<file path="src/rtl/sap1_control_unit.sv">
// SAP-1 controller-sequencer: decodes the ring-counter T-state and the latched
// opcode into the 12-bit control word, and tracks halt, ring-counter integrity,
// illegal opcodes and retired instructions.
module sap1_control_unit #(
  parameter int unsigned CNT_W = 8
) (
  input  logic             clk,
  input  logic             res,
  input  logic [5:0]       t,
  input  logic [3:0]       opcode,
  output logic [11:0]      con,
  output logic             hlt,
  output logic             t_err,
  output logic             ill_op,
  output logic [CNT_W-1:0] insn_cnt
);

  localparam logic [5:0] T1 = 6'b100000;
  localparam logic [5:0] T2 = 6'b010000;
  localparam logic [5:0] T3 = 6'b001000;
  localparam logic [5:0] T4 = 6'b000100;
  localparam logic [5:0] T5 = 6'b000010;
  localparam logic [5:0] T6 = 6'b000001;

  localparam logic [3:0] OP_LDA = 4'h0;
  localparam logic [3:0] OP_ADD = 4'h1;
  localparam logic [3:0] OP_SUB = 4'h2;
  localparam logic [3:0] OP_OUT = 4'hE;
  localparam logic [3:0] OP_HLT = 4'hF;

  // {Cp,Ep,Lm_n,Ce_n,Li_n,Ei_n,La_n,Ea,Su,Eu,Lb_n,Lo_n}
  localparam logic [11:0] CON_IDLE   = 12'h3E3;
  localparam logic [11:0] CON_T1     = 12'h5E3;
  localparam logic [11:0] CON_T2     = 12'hBE3;
  localparam logic [11:0] CON_T3     = 12'h263;
  localparam logic [11:0] CON_MEM_A  = 12'h1A3;
  localparam logic [11:0] CON_LDA_T5 = 12'h2C3;
  localparam logic [11:0] CON_ALU_T5 = 12'h2E1;
  localparam logic [11:0] CON_ADD_T6 = 12'h3C7;
  localparam logic [11:0] CON_SUB_T6 = 12'h3CF;
  localparam logic [11:0] CON_OUT_T4 = 12'h3F2;

  logic [3:0] opcode_q;
  logic [5:0] exp_t;
  logic       one_hot;
  logic       mismatch;
  logic       op_defined;

  assign one_hot    = $onehot(t);
  // exp_t is always one-hot, so equality alone already implies a one-hot t
  assign mismatch   = (t != exp_t) || !one_hot;
  assign op_defined = (opcode_q == OP_LDA) || (opcode_q == OP_ADD) ||
                      (opcode_q == OP_SUB) || (opcode_q == OP_OUT) ||
                      (opcode_q == OP_HLT);

  // Capture the IR opcode on the falling edge that closes T3
  always_ff @(negedge clk or negedge res) begin
    if (!res)                 opcode_q <= '0;
    else if (t == T3 && !hlt) opcode_q <= opcode;
  end

  // Shadow ring counter: follow the expected T-state, flag and resync on mismatch
  always_ff @(posedge clk or negedge res) begin
    if (!res) begin
      exp_t <= T1;
      t_err <= 1'b0;
    end else if (!hlt) begin
      if (!mismatch) begin
        exp_t <= {exp_t[0], exp_t[5:1]};
      end else begin
        t_err <= 1'b1;
        exp_t <= one_hot ? {t[0], t[5:1]} : T1;
      end
    end
  end

  // Halt latches in T4 of HLT and only reset clears it
  always_ff @(posedge clk or negedge res) begin
    if (!res)                              hlt <= 1'b0;
    else if (t == T4 && opcode_q == OP_HLT) hlt <= 1'b1;
  end

  // Sticky flag for executing an undefined opcode
  always_ff @(posedge clk or negedge res) begin
    if (!res)                          ill_op <= 1'b0;
    else if (t == T4 && !op_defined)   ill_op <= 1'b1;
  end

  // Count instructions that reach a clean T6 while running
  always_ff @(posedge clk or negedge res) begin
    if (!res)                               insn_cnt <= '0;
    else if (t == T6 && !hlt && !mismatch)  insn_cnt <= insn_cnt + CNT_W'(1);
  end

  // Control word decode from live T-state and latched opcode
  always_comb begin
    con = CON_IDLE;
    if (!hlt && one_hot) begin
      case (t)
        T1: con = CON_T1;
        T2: con = CON_T2;
        T3: con = CON_T3;
        T4: begin
          case (opcode_q)
            OP_LDA, OP_ADD, OP_SUB: con = CON_MEM_A;
            OP_OUT:                 con = CON_OUT_T4;
            default:                con = CON_IDLE;
          endcase
        end
        T5: begin
          case (opcode_q)
            OP_LDA:         con = CON_LDA_T5;
            OP_ADD, OP_SUB: con = CON_ALU_T5;
            default:        con = CON_IDLE;
          endcase
        end
        T6: begin
          case (opcode_q)
            OP_ADD:  con = CON_ADD_T6;
            OP_SUB:  con = CON_SUB_T6;
            default: con = CON_IDLE;
          endcase
        end
        default: con = CON_IDLE;
      endcase
    end
  end

endmodule

</file>
<file path="config.mk">
export PLATFORM = sky130hd
export DESIGN_NAME = sap1_control_unit
export DESIGN_NICKNAME = d
export VERILOG_FILES = /design/src/rtl/sap1_control_unit.sv
export SDC_FILE = /design/constraint.sdc
export NUM_CORES = 1
export LEC_CHECK = 0
export ABC_AREA = 1
export CAP_MARGIN = 20
export CORE_MARGIN = 4
export CORE_UTILIZATION = 54
export DETAILED_ROUTE_END_ITERATION = 6
export GPL_TIMING_DRIVEN = 1
export PLACE_DENSITY_LB_ADDON = 0.2
export SLEW_MARGIN = 25
export SYNTH_ARGS = -nofsm -noshare
export SYNTH_HDL_FRONTEND = slang
export SYNTH_SLANG_ARGS = --single-unit
</file>
<file path="constraint.sdc">
create_clock -name clk -period 5.3 [get_ports clk]
set_input_delay 0.795 -clock clk [delete_from_list [all_inputs] [get_ports clk]]
set_output_delay 0.795 -clock clk [all_outputs]
set_load 0.03 [all_outputs]
</file>
* Word level (Yosys, flattened, before mapping)
Cells that the tools add are included.
** Operators by class
- $add $sub $neg :: 6
- Equality and inequality tests :: 12
- Muxes and demuxes :: 7
- Bitwise gates (word level) :: 1
- Reductions and logical operators :: 19
** Operator list (number)
- case mux 12 bit (6 select lines) :: 1
- case mux 10 bit (2 select lines) :: 1
- case mux 9 bit (2 select lines) :: 1
- 2-to-1 mux 12 bit :: 1
- 2-to-1 mux 6 bit :: 2
- case mux 6 bit (2 select lines) :: 1
- adder 8 x 1 -> 8 bit (second input constant) :: 1
- == test 4 bit (second input constant) :: 2
- adder 1 x 1 -> 2 bit :: 3
- == test 6 x 1 -> 1 bit (second input constant) :: 1
- == test 6 x 2 -> 1 bit (second input constant) :: 1
- == test 6 x 3 -> 1 bit (second input constant) :: 1
- == test 6 x 4 -> 1 bit (second input constant) :: 1
- == test 6 x 5 -> 1 bit (second input constant) :: 1
- == test 6 bit (second input constant) :: 1
- logical AND 1 bit :: 6
- inequality test 6 bit :: 1
- logical OR 1 bit :: 5
- == test 4 x 1 -> 1 bit (second input constant) :: 1
- == test 4 x 2 -> 1 bit (second input constant) :: 1
- zero test 1 bit :: 4
- zero test 4 bit :: 1
- adder 2 x 2 -> 3 bit :: 1
- adder 3 x 2 -> 3 bit :: 1
- 5 further kinds :: 5
** Storage, ports and cells
- Register bits after elaboration :: 21
- Logic and storage cells :: 51

* Logic depth before layout (Yosys ltp)
Gate-level depths: netlist (run 1).
- Depth in word-level cells :: 8
- Depth in mapped cells :: 14
- Mapped depth without buffers :: 14

==> run_results.csv, run 1 <==
group,metric,value,unit
status,outcome,"complete, no violations",
cells_and_area,final_layout_size_suffix_gt1_frac,0.104,
grt,grt_max_degree,17,
worst_setup_path,reg2reg_from,"hlt",
timing,rsz0062_at_grt,"false",
grt,grtUsageTotal,0.218,
worst_setup_path,worst_setup_path_end_kind,"primary output",
yosys,ys_warn_count,0,
detailed_routing,drt_wl_total,3710,um
detailed_routing,via_per_inst,5.33,
detailed_routing,ant_nets,0,
yosys,synth_ff_type,"dfrtp_1",
worst_setup_path,path_cells,"nor2_2 -> nand3_1 -> nand2_1 -> nor2_1 -> nor2_1 -> nand3_1 -> dlygate4sd2_1",
clock_tree,clkSlewWorstSetupHoldPaths,0.07,ns
hold_path,hp-start,"opcode_q[3]",
yosys,synth_top_area_cell,"dfrtp_1",
hold_path,hold_depth,2,
clock_tree,holdBufCountCts,0,
worst_setup_path,rrSetupSlack,1.36,ns
worst_setup_path,slowest_delay,0.38,ns
timing,maxSlewViolCount,0,
clock_tree,clock_latency,0.30,ns
hold_path,min_to,"opcode_q[3]",
power_and_ir_drop,p_per_area,146,mW/mm^2
yosys,ys_ff_latch,21,
worst_setup_path,path_max_fanout,4,
grt,grt_overflow,0,
cells_and_area,layout_common_cells,"nand2_1, inv_1, nand3_1, clkdlybuf4s50_1, nor2_1",
yosys,synth_edf_count,0,
worst_setup_path,cp_slowest_cell,"dfrtn_1",
cells_and_area,nFillCells,239,
worst_setup_path,cp_data_required_time,4.51,ns
worst_setup_path,start_kind,"register",
placement,gp_congestion,0.965,
placement,hpwl,3000,um
die,rows,19,
timing,setup_tns,0,ns
power_and_ir_drop,vdd.ir_drop.worst,0.212,mV
timing,tightest_slew,0.349,ns
die,die_x,61.5,um
yosys,syn-num-nets,235,
placement,postPlaceCellArea,0.00197,sq mm
cells_and_area,area_growth,29.1,%
yosys,yosys-top-cells-area,"dfrtp_1, nand2_1, nand3_1",
timing,hold_violations,0,
grt,grt_pass1_vias,1453,
die,die_h,61.5,um
yosys,yosysSeqAreaShare,0.341,
worst_setup_path,arrival,4.36,ns
grt,antenna_found_initial,0,
job,drv_cap,0,
clock_tree,cts_buffers,3,
grt,grt_pass1_wl,6180,um
die,core,0.00273,sq mm
clock_tree,clock_sinks,21,
yosys,async_reset_ff_frac,1.00,
detailed_routing,dr.pass1.iters,4,
clock_tree,clockBufferDepth,2,
placement,portBuffers,34,
detailed_routing,vias,1547,
hold_path,hold_class,"register to register",
worst_setup_path,rr_endpoint,"opcode_q[0]",
clock_tree,cts.htree.levels,1,
cells_and_area,final_cell_area,0.00199,sq mm
worst_setup_path,worstSetupPathType,"register to primary output",
cells_and_area,fin_nets,280,
yosys,synth_top_area_frac,0.260,
timing,slew_headroom,0.767,
detailed_routing,drc,0,
clock_tree,tritoncts,"built",
worst_setup_path,r2r_cells,4,
yosys,syn_inst,215,
power_and_ir_drop,p_leak,1.07,nW
yosys,synth_area_per_cell,7.18,sq um
cells_and_area,diodes,0,
cells_and_area,layout_commonest_cell,"nand2_1",
die,die_area,0.00378,sq mm
timing,final-setup-viol-count,0,
die,ios,35,
die,start_util,0.564,
yosys,synthDistinctLibCells,31,
clock_tree,cts_root_buffer,"clkbuf_4",
yosys,netlist_area,0.00154,sq mm
timing,fin_worst_skew,0.00219,ns
detailed_routing,wl_per_cell,12.8,um
detailed_routing,drt_iter0_drc,94,
-- per-stage QoR --
step	hold WS (ns)	power (mW)	worst slack, ns	instances	utilization
6_report	0.475	0.291	0.143	290	0.729
5_1_grt	0.514	0.306	0.0336	290	0.729
2_1_floorplan	0.425	0.193	0.690	215	-
4_1_cts	0.454	0.293	0.0588	290	0.726
3_3_place_gp	0.445	0.216	0.163	286	0.720
3_5_place_dp	0.447	0.218	0.0915	286	0.720
-- power by group --
part / internal [mW] / total, mW / switching (mW)
combinational: 0.0227 / 0.0550 / 0.0323
clock: 0.0293 / 0.0755 / 0.0462
sequential: 0.160 / 0.160 / 0
total: 0.212 / 0.291 / 0.0785
-- logic make-up after synthesis --
| family | count (synthesis) | share of synthesized area |
|---|---|---|
| AND/OR/NAND/NOR | 129 | 0.398 |
| buffers and inverters | 35 | 0.0860 |
| flip-flops | 21 | 0.341 |
| AO/OA/AOI/OAI | 16 | 0.0608 |
| adder cells (fa/ha/maj) | 8 | 0.0795 |
| XOR/XNOR | 6 | 0.0341 |
-- registers in the layout (all words and copies together) (netlist names) --
register and flops:
insn_cnt 8, exp_t 6, opcode_q 4, hlt 1, ill_op 1, t_err 1
-- cells in the mapped netlist, types with 3 or more instances --
cell type and number:
nand2_1 61, inv_1 30, nand3_1 23, nor2_1 23, dfrtp_1 16, nand4_1 6
ha_1 5, dfrtn_1 4, inv_2 4, nor2_4 4, o21ai_0 4, o22ai_1 4
a21oi_1 3, fa_1 3, nor3_1 3, xnor2_1 3, xor2_1 3
-- final cells by class --
class                           instances  area, sq um  area share
Inverter                               34          128      0.0641
Clock buffer                            4         26.3      0.0132
Sequential cell                        21          527       0.264
Tap cell                               31         38.8      0.0195
Timing Repair Buffer                   41          387       0.194
Multi-Input combinational cell        159          886       0.445
-- worst max-delay path: cells and delay by family (launching register included) --
family,cells,cell delay [ns]
simple gates,6,0.68
buf+inv,1,0.36
flops,1,0.38
-- how the worst max path moves through the flow --
stage / from / to / slack (ns) / depth (start not counted)
2_1_floorplan: opcode_q[1] / con[4] / 0.69 / 4
3_3_place_gp: t[0] / con[1] / 0.16 / 14
3_5_place_dp: t[1] / con[8] / 0.09 / 14
4_1_cts: opcode_q[3] / con[5] / 0.06 / 7
5_1_grt: opcode_q[3] / con[5] / 0.03 / 7
6_report: opcode_q[3] / con[5] / 0.14 / 7
-- per-layer routing --
| layer | global-route usage | routed length [um] | vias to the layer above | part of all wire |
|---|---|---|---|---|
| met1 | 0.275 | 1630 | 719 | 0.44 |
| met2 | 0.378 | 1850 | 54 | 0.50 |
| met5 | 0 | 0 | - | 0 |
| met3 | 0.0524 | 210 | 2 | 0.057 |
| met4 | 0.0485 | 14 | 0 | 0.0038 |
| li1 | - | - | 772 | - |
-- timing repair --
action | CTS | global route
pin swaps | 0 | 0
setup endpoints to repair | 9 | 5
gates resized for setup | 9 | 3
buffers inserted | 0 | 0
Note: power is estimated with default switching activity, not from simulation.
==> run 2, diff against run 1 <==
--- a/config.mk
+++ b/config.mk
@@ -12,7 +12,9 @@
 export DETAILED_ROUTE_END_ITERATION = 6
 export GPL_TIMING_DRIVEN = 1
 export PLACE_DENSITY_LB_ADDON = 0.2
+export SETUP_SLACK_MARGIN = 0.4
 export SLEW_MARGIN = 25
 export SYNTH_ARGS = -nofsm -noshare
 export SYNTH_HDL_FRONTEND = slang
 export SYNTH_SLANG_ARGS = --single-unit
+export TNS_END_PERCENT = 10
==> run 2 against run 1 <==
Global-route usage did not move; largest power group unchanged; via count is 0.19% higher; register-to-register slack about the same; critical path type unchanged.
==> run_results.csv, run 2 (synthesis results as in run 1) <==
group,metric,value,unit
status,outcome,"complete, no violations",
clock_tree,clkSlewWorstSetupHoldPaths,0.07,ns
die,core,0.00273,sq mm
cells_and_area,layout_commonest_cell,"nand2_1",
detailed_routing,drt_iter0_drc,81,
detailed_routing,vias,1550,
timing,setup_tns,0,ns
clock_tree,cts_buffers,3,
cells_and_area,layout_common_cells,"nand2_1, inv_1, nand3_1",
cells_and_area,final_cell_area,0.00198,sq mm
grt,grt_max_degree,17,
timing,final-setup-viol-count,0,
hold_path,hold_class,"register to register",
detailed_routing,drt_wl_total,3700,um
cells_and_area,fin_nets,280,
die,ios,35,
die,rows,19,
worst_setup_path,start_kind,"register",
worst_setup_path,r2r_cells,4,
hold_path,hold_depth,2,
worst_setup_path,worst_setup_path_end_kind,"primary output",
detailed_routing,ant_nets,0,
placement,placed_cells,286,
die,die_h,61.5,um
clock_tree,clock_sinks,21,
job,drv_cap,0,
timing,tightest_slew,0.344,ns
die,die_area,0.00378,sq mm
clock_tree,clockBufferDepth,2,
placement,hpwl,3000,um
detailed_routing,dr.pass1.iters,4,
timing,slew_headroom,0.770,
power_and_ir_drop,p_per_area,147,mW/mm^2
worst_setup_path,worstSetupPathType,"register to primary output",
worst_setup_path,cp_data_required_time,4.51,ns
die,start_util,0.564,
cells_and_area,finalNonFillerCells,290,
clock_tree,cts_root_buffer,"clkbuf_4",
hold_path,min_to,"opcode_q[3]",
cells_and_area,largest_reg_flops,8,
grt,grt_pass1_vias,1453,
cells_and_area,area_growth,28.5,%
clock_tree,cts.htree.levels,1,
detailed_routing,via_per_inst,5.34,
timing,worst_hold_slack,0.474,ns
grt,grtUsageTotal,0.218,
cells_and_area,reg_top3,"insn_cnt (8), exp_t (6), opcode_q (4)",
cells_and_area,top_register,"insn_cnt",
detailed_routing,drc,0,
cells_and_area,diodes,0,
worst_setup_path,arrival,4.35,ns
worst_setup_path,path_max_fanout,4,
placement,portBuffers,34,
hold_path,hp-start,"opcode_q[3]",
power_and_ir_drop,p_leak,1.05,nW
clock_tree,clock_latency,0.30,ns
grt,antenna_found_initial,0,
worst_setup_path,reg2reg_from,"hlt",
timing,fin_worst_skew,0.00323,ns
placement,gp_congestion,0.965,
clock_tree,post_cts_buffers,0,
placement,postPlaceCellArea,0.00197,sq mm
detailed_routing,wl_per_cell,12.8,um
power_and_ir_drop,totalPowerFinal,0.291,mW
timing,rsz0062_at_grt,"true",
grt,grt_overflow,0,
timing,maxSlewViolCount,0,
worst_setup_path,rrSetupSlack,1.36,ns
die,die_x,61.5,um
power_and_ir_drop,vdd.ir_drop.worst,0.211,mV
grt,grt_pass1_wl,6180,um
clock_tree,tritoncts,"built",
timing,hold_violations,0,
worst_setup_path,rr_endpoint,"opcode_q[1]",
cells_and_area,final_layout_size_suffix_gt1_frac,0.112,
==> run 2: final cells by class <==
| class | count | area [sq um] |
|---|---|---|
| Fill cell | 235 | 752 |
| Inverter | 34 | 128 |
| Timing Repair Buffer | 41 | 377 |
| Tap cell | 31 | 38.8 |
| Clock buffer | 4 | 26.3 |
| Sequential cell | 21 | 527 |
| Multi-Input combinational cell | 159 | 886 |
==> run 2: worst max-delay path: stages (launching register included) <==
cell	delay [ns]
dfrtn_1	0.46
nand2_1	0.09
nand2_1	0.10
inv_1	0.04
nor2_1	0.16
nor2_1	0.09
nand4_1	0.07
dlygate4sd2_1	0.40
==> run 2: power by group <==
part           switching (mW)  internal [mW]
logic                  0.0325         0.0227
registers                   0          0.160
clock network          0.0460         0.0293
total                  0.0785          0.212
==> run 2: worst max path at each step <==
stage	start	to	slack, ns
detailed placement	t[1]	con[8]	0.09
floorplan	opcode_q[1]	con[4]	0.69
global placement	t[0]	con[1]	0.16
global route	opcode_q[3]	con[6]	0.1
finish	opcode_q[0]	con[6]	0.16
CTS	opcode_q[3]	con[5]	0.13
==> run 2: repair_timing <==
item,4_1_cts,5_1_grt
setup endpoints to repair,12,16
cloned,0,0
resized for setup,12,7
hold buffers,0,0
==> run 2: stage by stage <==
stage,util,worst slack (ns)
global route,0.725,0.0959
detailed placement,0.720,0.0915
CTS,0.726,0.134
finish,0.725,0.159
global placement,0.720,0.163
floorplan,-,0.690
==> run 2: routing by layer <==
metal | GRT usage | up-vias | routed length (um)
met5 | 0 | - | 0
met1 | 0.275 | 720 | 1610
li1 | - | 775 | -
met2 | 0.378 | 53 | 1840
met4 | 0.0485 | 0 | 14
met3 | 0.0524 | 2 | 235
